--- config.mk ---
export PLATFORM = sky130hd
export DESIGN_NAME = int_div_sched
export DESIGN_NICKNAME = d
export VERILOG_FILES = /design/src/rtl/int_div_sched_pkg.sv /design/src/rtl/div_req_fifo.sv /design/src/rtl/int_div_sched.sv
export SDC_FILE = /design/constraint.sdc
export NUM_CORES = 1
export LEC_CHECK = 0
export CORE_MARGIN = 3
export CORE_UTILIZATION = 45
export DETAILED_ROUTE_END_ITERATION = 10
export PLACE_DENSITY_LB_ADDON = 0.12
export SLEW_MARGIN = 20
export SYNTH_ARGS = -nofsm -noshare
export SYNTH_HDL_FRONTEND = slang
export SYNTH_HIERARCHICAL = 1
export SYNTH_SLANG_ARGS = --single-unit
--- constraint.sdc ---
create_clock -name clk -period 5.47 [get_ports clk]
set_input_delay 1.094 -clock clk [delete_from_list [all_inputs] [get_ports clk]]
set_output_delay 1.094 -clock clk [all_outputs]
set_load 0.02 [all_outputs]
--- src/rtl/int_div_sched_pkg.sv ---
// Shared constants and types for the integer-divide request scheduler.
package int_div_sched_pkg;

  localparam int DEFAULT_DATA_WIDTH  = 32;
  localparam int DEFAULT_NUM_REGS    = 32;
  localparam int DEFAULT_QUEUE_DEPTH = 4;

  typedef enum logic [1:0] {
    DISP_IDLE   = 2'd0,
    DISP_LAUNCH = 2'd1,
    DISP_RUN    = 2'd2
  } disp_state_t;

endpackage

--- src/rtl/div_req_fifo.sv ---
// Request FIFO for the divide scheduler; depth must be a power of two so pointers wrap naturally.
module div_req_fifo
  import int_div_sched_pkg::*;
#(
  parameter int width = 8,
  parameter int depth = DEFAULT_QUEUE_DEPTH,
  localparam int ptr_width = (depth > 1) ? $clog2(depth) : 1,
  localparam int count_width = $clog2(depth) + 1
) (
  input  logic                   clk,
  input  logic                   rst,
  input  logic                   push,
  input  logic                   pop,
  input  logic [width-1:0]       wdata,
  output logic [width-1:0]       rdata,
  output logic [count_width-1:0] count,
  output logic                   full,
  output logic                   empty
);

  logic [width-1:0]     mem [depth];
  logic [ptr_width-1:0] rd_ptr;
  logic [ptr_width-1:0] wr_ptr;
  logic                 do_push;
  logic                 do_pop;

  assign full    = (count == count_width'(depth));
  assign empty   = (count == '0);
  // A full queue refuses pushes even when a pop happens on the same edge.
  assign do_push = push && !full;
  assign do_pop  = pop && !empty;
  assign rdata   = mem[rd_ptr];

  always_ff @(posedge clk or posedge rst) begin
    if (rst) begin
      rd_ptr <= '0;
      wr_ptr <= '0;
      count  <= '0;
    end else begin
      if (do_push) wr_ptr <= wr_ptr + 1'b1;
      if (do_pop)  rd_ptr <= rd_ptr + 1'b1;
      if (do_push && !do_pop)      count <= count + 1'b1;
      else if (do_pop && !do_push) count <= count - 1'b1;
    end
  end

  always_ff @(posedge clk) begin
    if (do_push) mem[wr_ptr] <= wdata;
  end

endmodule

--- src/rtl/int_div_sched.sv ---
// Queues divide requests, tracks pending destination registers and hands
// entries one at a time to a multi-cycle divider.
module int_div_sched
  import int_div_sched_pkg::*;
#(
  parameter int data_width    = DEFAULT_DATA_WIDTH,
  parameter int num_regs      = DEFAULT_NUM_REGS,
  parameter int queue_depth   = DEFAULT_QUEUE_DEPTH,
  parameter int reg_sel_width = $clog2(num_regs)
) (
  input  logic                         clk,
  input  logic                         rst,
  input  logic                         enq_req,
  output logic                         enq_ready,
  input  logic [reg_sel_width-1:0]     enq_quot_sel,
  input  logic [reg_sel_width-1:0]     enq_mod_sel,
  input  logic [data_width-1:0]        enq_a,
  input  logic [data_width-1:0]        enq_b,
  output logic                         div_req,
  input  logic                         div_busy,
  output logic [reg_sel_width-1:0]     div_quot_sel,
  output logic [reg_sel_width-1:0]     div_mod_sel,
  output logic [data_width-1:0]        div_a,
  output logic [data_width-1:0]        div_b,
  input  logic                         div_wr_req,
  input  logic [reg_sel_width-1:0]     div_wr_sel,
  input  logic [reg_sel_width-1:0]     chk_sel0,
  input  logic [reg_sel_width-1:0]     chk_sel1,
  output logic                         chk_hazard0,
  output logic                         chk_hazard1,
  output logic [$clog2(queue_depth):0] queue_count,
  output logic                         idle
);

  typedef struct packed {
    logic [reg_sel_width-1:0] quot_sel;
    logic [reg_sel_width-1:0] mod_sel;
    logic [data_width-1:0]    a;
    logic [data_width-1:0]    b;
  } entry_t;

  logic [num_regs-1:0]      pending;
  logic [num_regs-1:0]      pending_next;
  logic [reg_sel_width-1:0] quot_sel_eff;
  logic                     waw_block;
  logic                     fifo_full;
  logic                     fifo_empty;
  logic                     accept;
  logic                     push;
  logic                     launch;
  entry_t                   push_entry;
  entry_t                   head;
  disp_state_t              state;
  disp_state_t              state_next;

  // When both destinations match, only the remainder lands in the register.
  assign quot_sel_eff = (enq_quot_sel == enq_mod_sel) ? '0 : enq_quot_sel;
  assign waw_block    = ((enq_quot_sel != '0) && pending[enq_quot_sel]) ||
                        ((enq_mod_sel  != '0) && pending[enq_mod_sel]);
  assign enq_ready    = !fifo_full && !waw_block;
  assign accept       = enq_req && enq_ready;
  assign push         = accept && ((enq_quot_sel != '0) || (enq_mod_sel != '0));
  assign push_entry   = '{quot_sel: quot_sel_eff, mod_sel: enq_mod_sel, a: enq_a, b: enq_b};

  div_req_fifo #(
    .width ($bits(entry_t)),
    .depth (queue_depth)
  ) u_fifo (
    .clk   (clk),
    .rst   (rst),
    .push  (push),
    .pop   (launch),
    .wdata (push_entry),
    .rdata (head),
    .count (queue_count),
    .full  (fifo_full),
    .empty (fifo_empty)
  );

  // New reservations win over a snooped write; WAW blocking keeps them disjoint anyway.
  always_comb begin
    pending_next = pending;
    if (div_wr_req && (div_wr_sel != '0)) pending_next[div_wr_sel] = 1'b0;
    if (push) begin
      if (quot_sel_eff != '0) pending_next[quot_sel_eff] = 1'b1;
      if (enq_mod_sel  != '0) pending_next[enq_mod_sel]  = 1'b1;
    end
  end

  always_ff @(posedge clk or posedge rst) begin
    if (rst) pending <= '0;
    else     pending <= pending_next;
  end

  assign chk_hazard0 = (chk_sel0 != '0) && pending[chk_sel0];
  assign chk_hazard1 = (chk_sel1 != '0) && pending[chk_sel1];

  always_ff @(posedge clk or posedge rst) begin
    if (rst) begin
      state        <= DISP_IDLE;
      div_req      <= 1'b0;
      div_quot_sel <= '0;
      div_mod_sel  <= '0;
      div_a        <= '0;
      div_b        <= '0;
    end else begin
      state   <= state_next;
      div_req <= launch;
      if (launch) begin
        div_quot_sel <= head.quot_sel;
        div_mod_sel  <= head.mod_sel;
        div_a        <= head.a;
        div_b        <= head.b;
      end
    end
  end

  always_comb begin
    state_next = state;
    case (state)
      DISP_IDLE:   if (!fifo_empty && !div_busy) state_next = DISP_LAUNCH;
      DISP_LAUNCH: state_next = DISP_RUN;
      DISP_RUN:    if (!div_busy) state_next = DISP_IDLE;
      default:     state_next = DISP_IDLE;
    endcase
  end

  always_comb begin
    launch = (state == DISP_IDLE) && !fifo_empty && !div_busy;
  end

  assign idle = (queue_count == '0) && (state == DISP_IDLE) && !div_busy;

endmodule

* After elaboration in Yosys (flattened, before gate mapping)
Memories as Yosys holds them, arrays and structs flattened. A register that Yosys moved wholly into a read port is not among the register bits. Index checks and enable logic that the tools add are counted.
Storage, ports and cells: bits in registers 42, latch bits 0, RAM bits 296, ROM bits 0, input bits 94, word-level logic and storage cells 95, memories 1
Operators by class: add/subtract/negate cells 4, multiply operators 0, divide/modulo/power cells 0, magnitude comparators 9, equality and inequality tests 6, shifts and indexed selects 0, multiplexer cells 27, bitwise operators 4, reductions and logical operators 38
Memory list:
- u_fifo.mem | words 4, bits a word 74, rd ports 1, clocked after memory_dff 1, write ports 1, line div_req_fifo.sv:21 | logic [width-1:0] mem [depth];
Operators by type and width (count):
- two-way mux 32 bit | 5
- OR 32 bit | 2
- less-than comparator 5 x 6 -> 1 bit (second input constant) | 6
- bitwise AND 32 bit | 1
- NOT 32 bit | 1
- nonzero test 5 bit | 6
- binary-select mux 1 bit (select 5 bit) | 4
- logical AND 1 bit | 20
- demux 1 bit (select 5 bit) | 3
- >= comparator 5 x 1 -> 1 bit (second input constant) | 3
- two-way mux 1 bit | 9
- zero test 1 bit | 6
- two-way mux 3 bit | 2
- case mux 2 bit (3 select lines) | 1
- == test 5 bit | 1
- two-way mux 5 bit | 1
- adder 2 x 1 -> 2 bit (second input constant) | 2
- two-way mux 2 bit | 2
- inequality test 2 bit (second input constant) | 2
- adder 3 x 1 -> 3 bit (second input constant) | 1
- == test 3 bit (second input constant) | 1
- zero test 3 bit | 1
- subtractor 3 x 1 -> 3 bit (second input constant) | 1
- == test 2 x 1 -> 1 bit (second input constant) | 1
- 5 further kinds | 6

* Logic depth before layout (Yosys ltp)
Gate-level depths: netlist of the first run.
depth after elaboration 13, gate-level depth with buffers 17, depth with buffers taken out 13

* By module
The synthesis of the first run kept the hierarchy.
Modules (own cells, without submodules):
- div_req_fifo | instances 1, cells each 423, area each 11145.7 sq um
- int_div_sched | instances 1, cells each 498, area each 6089.6 sq um

* Least setup slack after synthesis of the first run
No wires, ideal clock.
path kind input to register, from input port enq_quot_sel[0], to memory u_fifo/mem[0][0] (netlist name), enable pin, arrival 4.601 ns, setup slack 0.429 ns, stages 11, cells stage by stage buf_4 -> mux4_2 -> nor2_1 -> nor3_1 -> o31ai_4 -> nand3_4 -> buf_12 -> inv_2 -> nor2b_1 -> buf_2 -> and2_1
Between the ends: longest elaborated chain between the ends 11
Ends and longest elaborated chain:
- start, declared | line int_div_sched.sv:15 | input logic [reg_sel_width-1:0] enq_quot_sel,
- binary-select mux 1 bit (select 5 bit) | line int_div_sched.sv:58 | assign waw_block = ((enq_quot_sel != '0) && pending[enq_quot_sel]) ||
- two-way mux 1 bit (implied by the code) | line int_div_sched.sv:58
- logical AND 1 bit | line int_div_sched.sv:58
- logical OR 1 bit | line int_div_sched.sv:58
- zero test 1 bit | line int_div_sched.sv:60 | assign enq_ready = !fifo_full && !waw_block;
- logical AND 1 bit | line int_div_sched.sv:60
- logical AND 1 bit | line int_div_sched.sv:61 | assign accept = enq_req && enq_ready;
- logical AND 1 bit * | line int_div_sched.sv:62 | assign push = accept && ((enq_quot_sel != '0) || (enq_mod_sel != '0));
- net push | line int_div_sched.sv:49 | logic push;
- logical AND 1 bit * | line div_req_fifo.sv:30 | assign do_push = push && !full;
- net u_fifo.do_push | line div_req_fifo.sv:24 | logic do_push;
- two-way mux 1 bit * | line div_req_fifo.sv:48 | if (do_push) mem[wr_ptr] <= wdata;
- two-way mux 1 bit (implied by the code) * | line div_req_fifo.sv:48
- end, declared | line div_req_fifo.sv:21
The timed path passes the listed nets; every way through them passes the cells marked *. The select of a mux whose other input is x is not followed.

* Worst setup path after layout of the first run
from input port enq_quot_sel[0], to output port enq_ready
Between the ends: longest elaborated chain between the ends 6
Ends and longest elaborated chain:
- binary-select mux 1 bit (select 5 bit) | line int_div_sched.sv:58
- two-way mux 1 bit (implied by the code) | line int_div_sched.sv:58
- logical AND 1 bit * | line int_div_sched.sv:58
- logical OR 1 bit * | line int_div_sched.sv:58
- zero test 1 bit * | line int_div_sched.sv:60
- logical AND 1 bit * | line int_div_sched.sv:60
- end, declared | line int_div_sched.sv:14 | output logic enq_ready,
Mark *: on every way between the ends. The rest lies on a longest branch, timed or not. The select of a mux whose other input is x is not followed.

==> summary.md, run 1 <==
| Metric | Value |
|---|---|
| ANT nets after route | 0 |
| Hold path endpoint | pending[0]$_DFF_PP0_ |
| Placed inst area | 0.01945 mm^2 |
| VDD IR max | 298.2 uV |
| Die area | 0.04068 mm^2 |
| Die width | 201.7 um |
| Worst Skew | 0.02199 ns |
| Setup crit end kind | output port |
| Post-synth top flop | edfxtp_1 |
| Post-layout total power | 10.94 mW |
| Synth cell types | 62 |
| Final hold vios | 0 |
| Number of nets in the layout | 1215 |
| Hold Crit Start | pending[0]$_DFF_PP0_ |
| Max Cap Violations | 0 |
| Cells after synthesis | 921 |
| DR iter-0 viols | 606 |
| Clk pin slew, worst setup/hold paths | 0.06 ns |
| Worst r2r dst | u_fifo/count[2]$_DFFE_PP0P_ |
| Synth top area share | 51.57% |
| Count of final max-slew check failures | 0 |
| Htree depth | 2 |
| Minimum clock period | 5.031 ns |
| CP Max Fanout | 10 |
| Post-CTS Resized | 0 |
| Hold Path Cell Cnt | 0 |
| Worst-Margin Slew | 1.078 ns |
| R2R depth | 13 |
| Status | completed |
| Sink Count | 412 |
| Drt drc | 0 |
| Global Route Usage Sum | 19.89% |
| Ranking of synthesized cells by area | edfxtp_1 52%, dfrtp_1 17%, mux4_2 13% |
| Pwr per Cell Area | 523.1 mW/mm^2 |
| Final wirelength | 39.39 mm |
| I/O Pins | 176 |
| CTS Buf Count | 45 |
| Worst EP required | 4.38 ns |
| Hpwl dp | 25.87 mm |
| DR vias/cell | 5.536 |
| Antenna violations before repair | 0 |
| Area delta synth->final | 21.39% |
| Crit path launch type | primary input |
| Length of the first detailed-routing pass in iterations | 6 |
| Postcts setup bufs | 0 |
| TritonCTS clock tree | yes |
| Post-synth EDFFs | 296 |
| Post-synth top area cell | edfxtp_1 |
| Crit path DAT | 3.94 ns |
| N_diodes | 0 |
| Rel. slew slack | 27.57% |
| CTS Root Cell | clkbuf_16 |
| Cell Area, Synth | 0.01724 mm^2 |
| Via Count | 9206 |
| Core area | 0.03767 mm^2 |
| Syn avg cell area | 18.71 um^2 |
| Final setup TNS | 0 ns |
| Port Buffer Count | 175 |
| Area taken by multi-input logic gates | 0.004951 mm^2 |
| Ratio of cells with drive above 1 in the final layout | 28.91% |
| LEAKAGE | 7.210 nW |
| Period utilization | 91.97% |
| Fmax | 198.8 MHz |
| Hold buffer count at CTS | 0 |
| Post-layout util | 55.55% |
| Yosys warns | 6 |
| RePlAce Congestion | 0.8550 |
| Grt ovf | 0 |
| Final design instance area without fill | 0.02092 mm^2 |
| Vias in the first global route | 9856 |
| First-pass GRT wire length | 61.20 mm |
| Async SR Flop Fraction | 28.16% |
| Critical path type | in -> out |
| Row cnt | 71 |
| Register Area | 0.01180 mm^2 |
| Post-Syn Nets | 1021 |
| Seq cells post-synth | 412 |
| Sequential fraction of the synthesis area | 68.41% |
| Largest net degree at the start of global routing | 53 |
| WHS | 0.3787 ns |
| Reg2Reg Launch Point | pending[15]$_DFF_PP0_ |
| Clk_lat worst skew | 0.57 ns |
| Unrepaired setup endpoints after global routing | no |
| Initial Util | 45.76% |
| Die H | 201.7 um |
| Clk buf depth | 3 |
| Fill cell count | 3024 |
| R2R Setup Slk | 2.17 ns |
| Routed len/inst | 23.69 um |
| Final Setup Violations | 0 |
| Worst min path class | reg -> reg |
-- worst max-delay path: stages --
cell and delay, ns:
clkdlybuf4s50_1 0.76, buf_4 0.28, mux2_2 0.34, o22ai_1 0.15, nor3_1 0.10, o31ai_4 0.28
nand2_1 0.09, nor2_1 0.19, clkdlybuf4s50_1 0.65
-- cell usage after synthesis (all sizes together), types with 2 or more instances --
master,count
a21oi,10
nand3b,2
mux2,87
nand3,7
ha,5
dfrtp,116
o21ai,66
nand4,3
nor2,32
nor2b,6
nand2b,9
mux4,100
and2b,2
edfxtp,296
a31oi,2
or2b,2
xnor2,8
xor2,3
o22ai,4
nor4,2
clkbuf,16
or2,2
nand2,21
nor3,8
o31ai,2
mux2i,11
and2,7
and3,6
inv,12
buf,38
a32oi,8
a22oi,13
-- layout by cell type, fill, tap and decap left out, drive strengths merged, types with 3 or more instances in the layout --
master and count:
nor2 32, clkbuf 70, xnor2 8, a22oi 13
edfxtp 296, xor2 3, buf 27, ha 5
nand2b 9, a21oi 10, clkinv 11, inv 14
nand2 21, mux2 87, mux4 100, nand4 3
mux2i 11, nand3 7, o22ai 4, o21ai 66
dfrtp 116, a32oi 8, nor2b 6, and2 7
nor3 8, and3 6, clkdlybuf4s50 175
-- how the worst max path moves through the flow --
stage | start | to | cells after the start
2_1_floorplan | enq_quot_sel[0] | u_fifo/mem[0][0]$_DFFE_PP_ | 11
3_3_place_gp | enq_quot_sel[0] | enq_ready | 9
3_5_place_dp | enq_quot_sel[0] | enq_ready | 9
4_1_cts | enq_quot_sel[0] | enq_ready | 9
5_1_grt | enq_quot_sel[0] | enq_ready | 9
6_report | enq_quot_sel[0] | enq_ready | 9
-- cell families (layout without fill, tap and decap cells) --
| logic type | count (synthesis) | after routing | share of synthesized area, % |
|---|---|---|---|
| DFF | 412 | 412 | 68.41 |
| buffers and inverters | 67 | 298 | 2.962 |
| xor gates and xnor gates | 11 | 11 | 0.5590 |
| and+or+nand+nor | 114 | 114 | 3.521 |
| AOI/OAI and AO/OA | 113 | 113 | 4.675 |
| adders and majority gates | 6 | 6 | 0.4791 |
| muxes | 198 | 198 | 19.39 |
-- cell type report --
type	instances	area share, %
flip-flops and latches	412	56.39
clock buffers	70	6.512
inverters	12	0.2272
repair buffers	202	9.640
well taps	511	3.056
multi-input cells	442	23.66
clock inverters	14	0.5083
-- state kept, by name (all words and copies together), names as in the netlist --
register and count:
u_fifo/rd_ptr 2, u_fifo/count 3, u_fifo/mem 296, div_req 1
div_b 32, div_a 32, state 2, u_fifo/wr_ptr 2
div_mod_sel 5, div_quot_sel 5, pending 32
-- where the power goes --
group	internal [mW]	switching (mW)	leakage, nW
registers	4.06	0.612	4.07
clock network	1.76	1.18	0.726
logic	1.83	1.50	2.41
-- per-stage QoR --
stage          std cells  worst slack [ns]
2_1_floorplan        921            0.4288
3_3_place_gp        1579            0.4313
3_5_place_dp        1579            0.4478
4_1_cts             1663            0.4364
5_1_grt             1663            0.2587
6_report            1663            0.4394
-- layer usage --
layer  up-vias  global-route usage, %  routed length (um)
met5         -                      0                   0
met4         0                  6.404                1030
met3        61                  3.964                2252
met2       296                  32.31               19270
met1      4778                  27.39               16840
li1       4071                      -                   -
Note: power is estimated with default switching activity, not from simulation.
==> inputs of run 2 (changes only) <==
--- a/config.mk
+++ b/config.mk
@@ -5,6 +5,7 @@
 export SDC_FILE = /design/constraint.sdc
 export NUM_CORES = 1
 export LEC_CHECK = 0
+export ABC_CLOCK_PERIOD_IN_PS = 5470
 export CORE_MARGIN = 3
 export CORE_UTILIZATION = 45
 export DETAILED_ROUTE_END_ITERATION = 10
==> results of run 2 <==
Same layout as run 1: the final DEF is identical, and so are final timing and power.
==> inputs of run 3 (changes only) <==
--- a/config.mk
+++ b/config.mk
@@ -8,6 +8,7 @@
 export ABC_CLOCK_PERIOD_IN_PS = 5470
 export CORE_MARGIN = 3
 export CORE_UTILIZATION = 45
+export CTS_CLUSTER_SIZE = 28
 export DETAILED_ROUTE_END_ITERATION = 10
 export PLACE_DENSITY_LB_ADDON = 0.12
 export SLEW_MARGIN = 20
==> run 3 against run 2 <==
  * Utilization is 0.28 points lower
  * Critical path depth stayed put
  * Routed wire length hardly changed
  * Sequential share of layout area is 0.29 points higher
  * Via count is 0.16% higher
  * Global-route usage is 0.066 points lower
  * Combinational power hardly changed
  * Maximum frequency is 0.30% lower
  * Sequential power hardly changed
  * Non-clock buffer count stayed put
  * Critical path type unchanged
  * Critical endpoint unchanged
==> summary.md, run 3 (synthesis results as in run 1) <==
| Metric | Value |
|---|---|
| Period utilization | 92.24% (+0.27 points) |
| Area delta synth->final | 20.78% |
| CP peak stage delay | 0.76 ns (about the same) |
| Status | completed |
| Pint | 7.484 mW (-2.1%) |
| Number of nets in the layout | 1215 (unchanged) |
| CP most frequent cell | clkdlybuf4s50_1 |
| Postcts setup bufs | 0 (unchanged) |
| Clk pin slew, worst setup/hold paths | 0.06 ns (about the same) |
| Via Count | 9221 (+0.16%) |
| Final hold vios | 0 (unchanged) |
| Unrepaired setup endpoints after global routing | no |
| Die area | 0.04068 mm^2 (unchanged) |
| DR vias/cell | 5.548 (+0.22%) |
| Initial Util | 45.76% (unchanged) |
| Setup crit end kind | output port |
| Sequence of cells on the critical path | clkdlybuf4s50_1, buf_4, mux2_2, o22ai_1, nor3_1, o31ai_4, nand2_1, nor2_1, clkdlybuf4s50_1 |
| Final wirelength | 39.40 mm (about the same) |
| Count of final max-slew check failures | 0 (unchanged) |
| Row cnt | 71 (unchanged) |
| Minimum clock period | 5.046 ns (+0.01490 ns) |
| Length of the first detailed-routing pass in iterations | 5 (-1) |
| Die width | 201.7 um (unchanged) |
| Fmax | 198.2 MHz (-0.30%) |
| Hold buffer count at CTS | 0 (unchanged) |
| Sink Count | 412 (unchanged) |
| Pwr per Cell Area | 517.5 mW/mm^2 (-1.1%) |
| LEAKAGE | 7.158 nW (-0.72%) |
| Worst min path class | reg -> reg |
| Commonest non-fill, non-tap cell in the layout | edfxtp_1 |
| Clock power share | 25.8% (-1.1 points) |
| Global Route Usage Sum | 19.83% (-0.066 points) |
| Worst Skew | 0.01311 ns (-0.008876 ns) |
| DR iter-0 viols | 659 (+8.7%) |
| Final setup TNS | 0 ns (unchanged) |
| Buf/Inv on CP | 3 (unchanged) |
| Post-CTS Resized | 0 (unchanged) |
| Antenna violations before repair | 0 (unchanged) |
| Crit path max-delay cell type | clkdlybuf4s50_1 |
| N_diodes | 0 (unchanged) |
| Highest metal used | met4 |
| Final design instance area without fill | 0.02082 mm^2 (-0.51%) |
| VDD IR max | 261.9 uV (-12%) |
| Largest register FFs | 296 (unchanged) |
| Logic pwr share | 30.9% (+0.4 points) |
| P_sw | 3.290 mW (-0.22%) |
| Clk buf depth | 3 (unchanged) |
| Relative contribution of sequential cells to total power | 43.3% (+0.6 points) |
| Most flop-heavy register | u_fifo/mem |
| Worst EP required | 4.38 ns (about the same) |
| I/O Pins | 176 (unchanged) |
| TritonCTS clock tree | yes |
| Core area | 0.03767 mm^2 (unchanged) |
| Sw frac | 30.54% (+0.41 points) |
| Port Buffer Count | 175 (unchanged) |
| Hpwl dp | 25.87 mm (unchanged) |
| First-pass GRT wire length | 61.04 mm (-0.25%) |
| Grt ovf | 0 (unchanged) |
| Vias in the first global route | 9841 (-0.15%) |
| Die H | 201.7 um (unchanged) |
| Placed inst area | 0.01945 mm^2 (unchanged) |
| Routed len/inst | 23.71 um (about the same) |
| Drt drc | 0 (unchanged) |
| CTS Buf Count | 45 (unchanged) |
| Largest net degree at the start of global routing | 53 (unchanged) |
| Most frequent cells in the layout | 296 x edfxtp_1, 175 x clkdlybuf4s50_1, 114 x dfrtp_1 |
| Crit path DAT | 3.95 ns (about the same) |
| Critical path type | in -> out |
| ANT nets after route | 0 (unchanged) |
| Clk_lat worst skew | 0.56 ns (about the same) |
| CTS Root Cell | clkbuf_16 |
| Rel. slew slack | 29.16% (+1.6 points) |
| RePlAce Congestion | 0.8550 (unchanged) |
| Ratio of cells with drive above 1 in the final layout | 28.50% (-0.41 points) |
| Worst-Margin Slew | 1.054 ns (-0.02366 ns) |
| CP Max Fanout | 10 (unchanged) |
| CP top delay family | buffers and inverters |
| WL met2 | 19.22 mm (-0.25%) |
| Crit path launch type | primary input |
| Met1 layer wirelength in the final routing | 16.72 mm (-0.71%) |
| Final Setup Violations | 0 (unchanged) |
| Wire length on met3 | 2.356 mm (+4.6%) |
| Max Cap Violations | 0 (unchanged) |
| Htree depth | 2 (unchanged) |
[run 3: changes by cell type in the layout (fill, tap and decap cells not counted)]
cell and delta:
clkbuf_1 -2, inv_6 +1, clkbuf_16 -2, bufinv_16 -1, clkinv_1 +6, clkinv_2 +1
clkbuf_8 -4
[run 3: path summary, 6_finish.rpt]
check | cells after the start | from | slack [ns] | to
max | 9 | enq_quot_sel[0] | 0.42 | enq_ready
min | 0 | pending[0]$_DFF_PP0_ | 0.38 | pending[0]$_DFF_PP0_
max reg2reg | 13 | pending[31]$_DFF_PP0_ | 2.20 | u_fifo/count[2]$_DFFE_PP0P_
min reg2reg | 0 | pending[0]$_DFF_PP0_ | 0.38 | pending[0]$_DFF_PP0_
max in group asynchronous | 3 | rst | 3.40 | pending[7]$_DFF_PP0_
min in group asynchronous | 2 | rst | 0.88 | u_fifo/rd_ptr[1]$_DFFE_PP0P_
[run 3: power by group through the flow]
| stage | Combinational (mW) | Clock, mW | Sequential [mW] |
|---|---|---|---|
| finish | 3.33 | 2.77 | 4.67 |
| global route | 3.58 | 2.99 | 4.75 |
| CTS | 3.40 | 2.86 | 4.68 |
| detailed placement | 3.39 | 0 | 4.74 |
| global placement | 3.36 | 0 | 4.72 |
| floorplan | 2.06 | 0 | 4.77 |
[run 3: layout make-up]
cell class                      instances  area, um^2
Clock buffer                           62        1250
Clock inverter                         21       112.6
Fill cell                            3034       16850
Inverter                               12       47.55
Multi-Input combinational cell        442        4951
Sequential cell                       412       11800
Tap cell                              511       639.4
Timing Repair Buffer                  202        2017
[run 3: stage by stage]
stage | setup WS, ns | power [mW] | cells | hold WS (ns) | utilization, %
finish | 0.4245 | 10.77 | 1662 | 0.3787 | 55.27
global route | 0.2587 | 11.32 | 1662 | 0.4021 | 55.27
CTS | 0.4364 | 10.94 | 1662 | 0.3799 | 55.27
detailed placement | 0.4478 | 8.132 | 1579 | 0.3645 | 51.65
global placement | 0.4313 | 8.084 | 1579 | 0.3649 | 51.65
floorplan | 0.4288 | 6.829 | 921 | 0.4253 | -
[run 3: routing by layer]
layer / GRT usage (%) / up-vias
met5: 0 / -
met1: 27.25 / 4789
met2: 32.29 / 291
met4: 5.881 / 0
li1: - / 4070
met3: 4.239 / 71
[run 3: worst reg2reg max path: cells and delay by family, from the launching register on]
family | cells | cell delay, ns
and+or+nand+nor | 4 | 0.82
adders and majority gates | 2 | 0.65
muxes | 1 | 0.49
DFF | 1 | 0.46
AOI/OAI and AO/OA | 2 | 0.37
xor gates and xnor gates | 2 | 0.29
buffers and inverters | 2 | 0.12
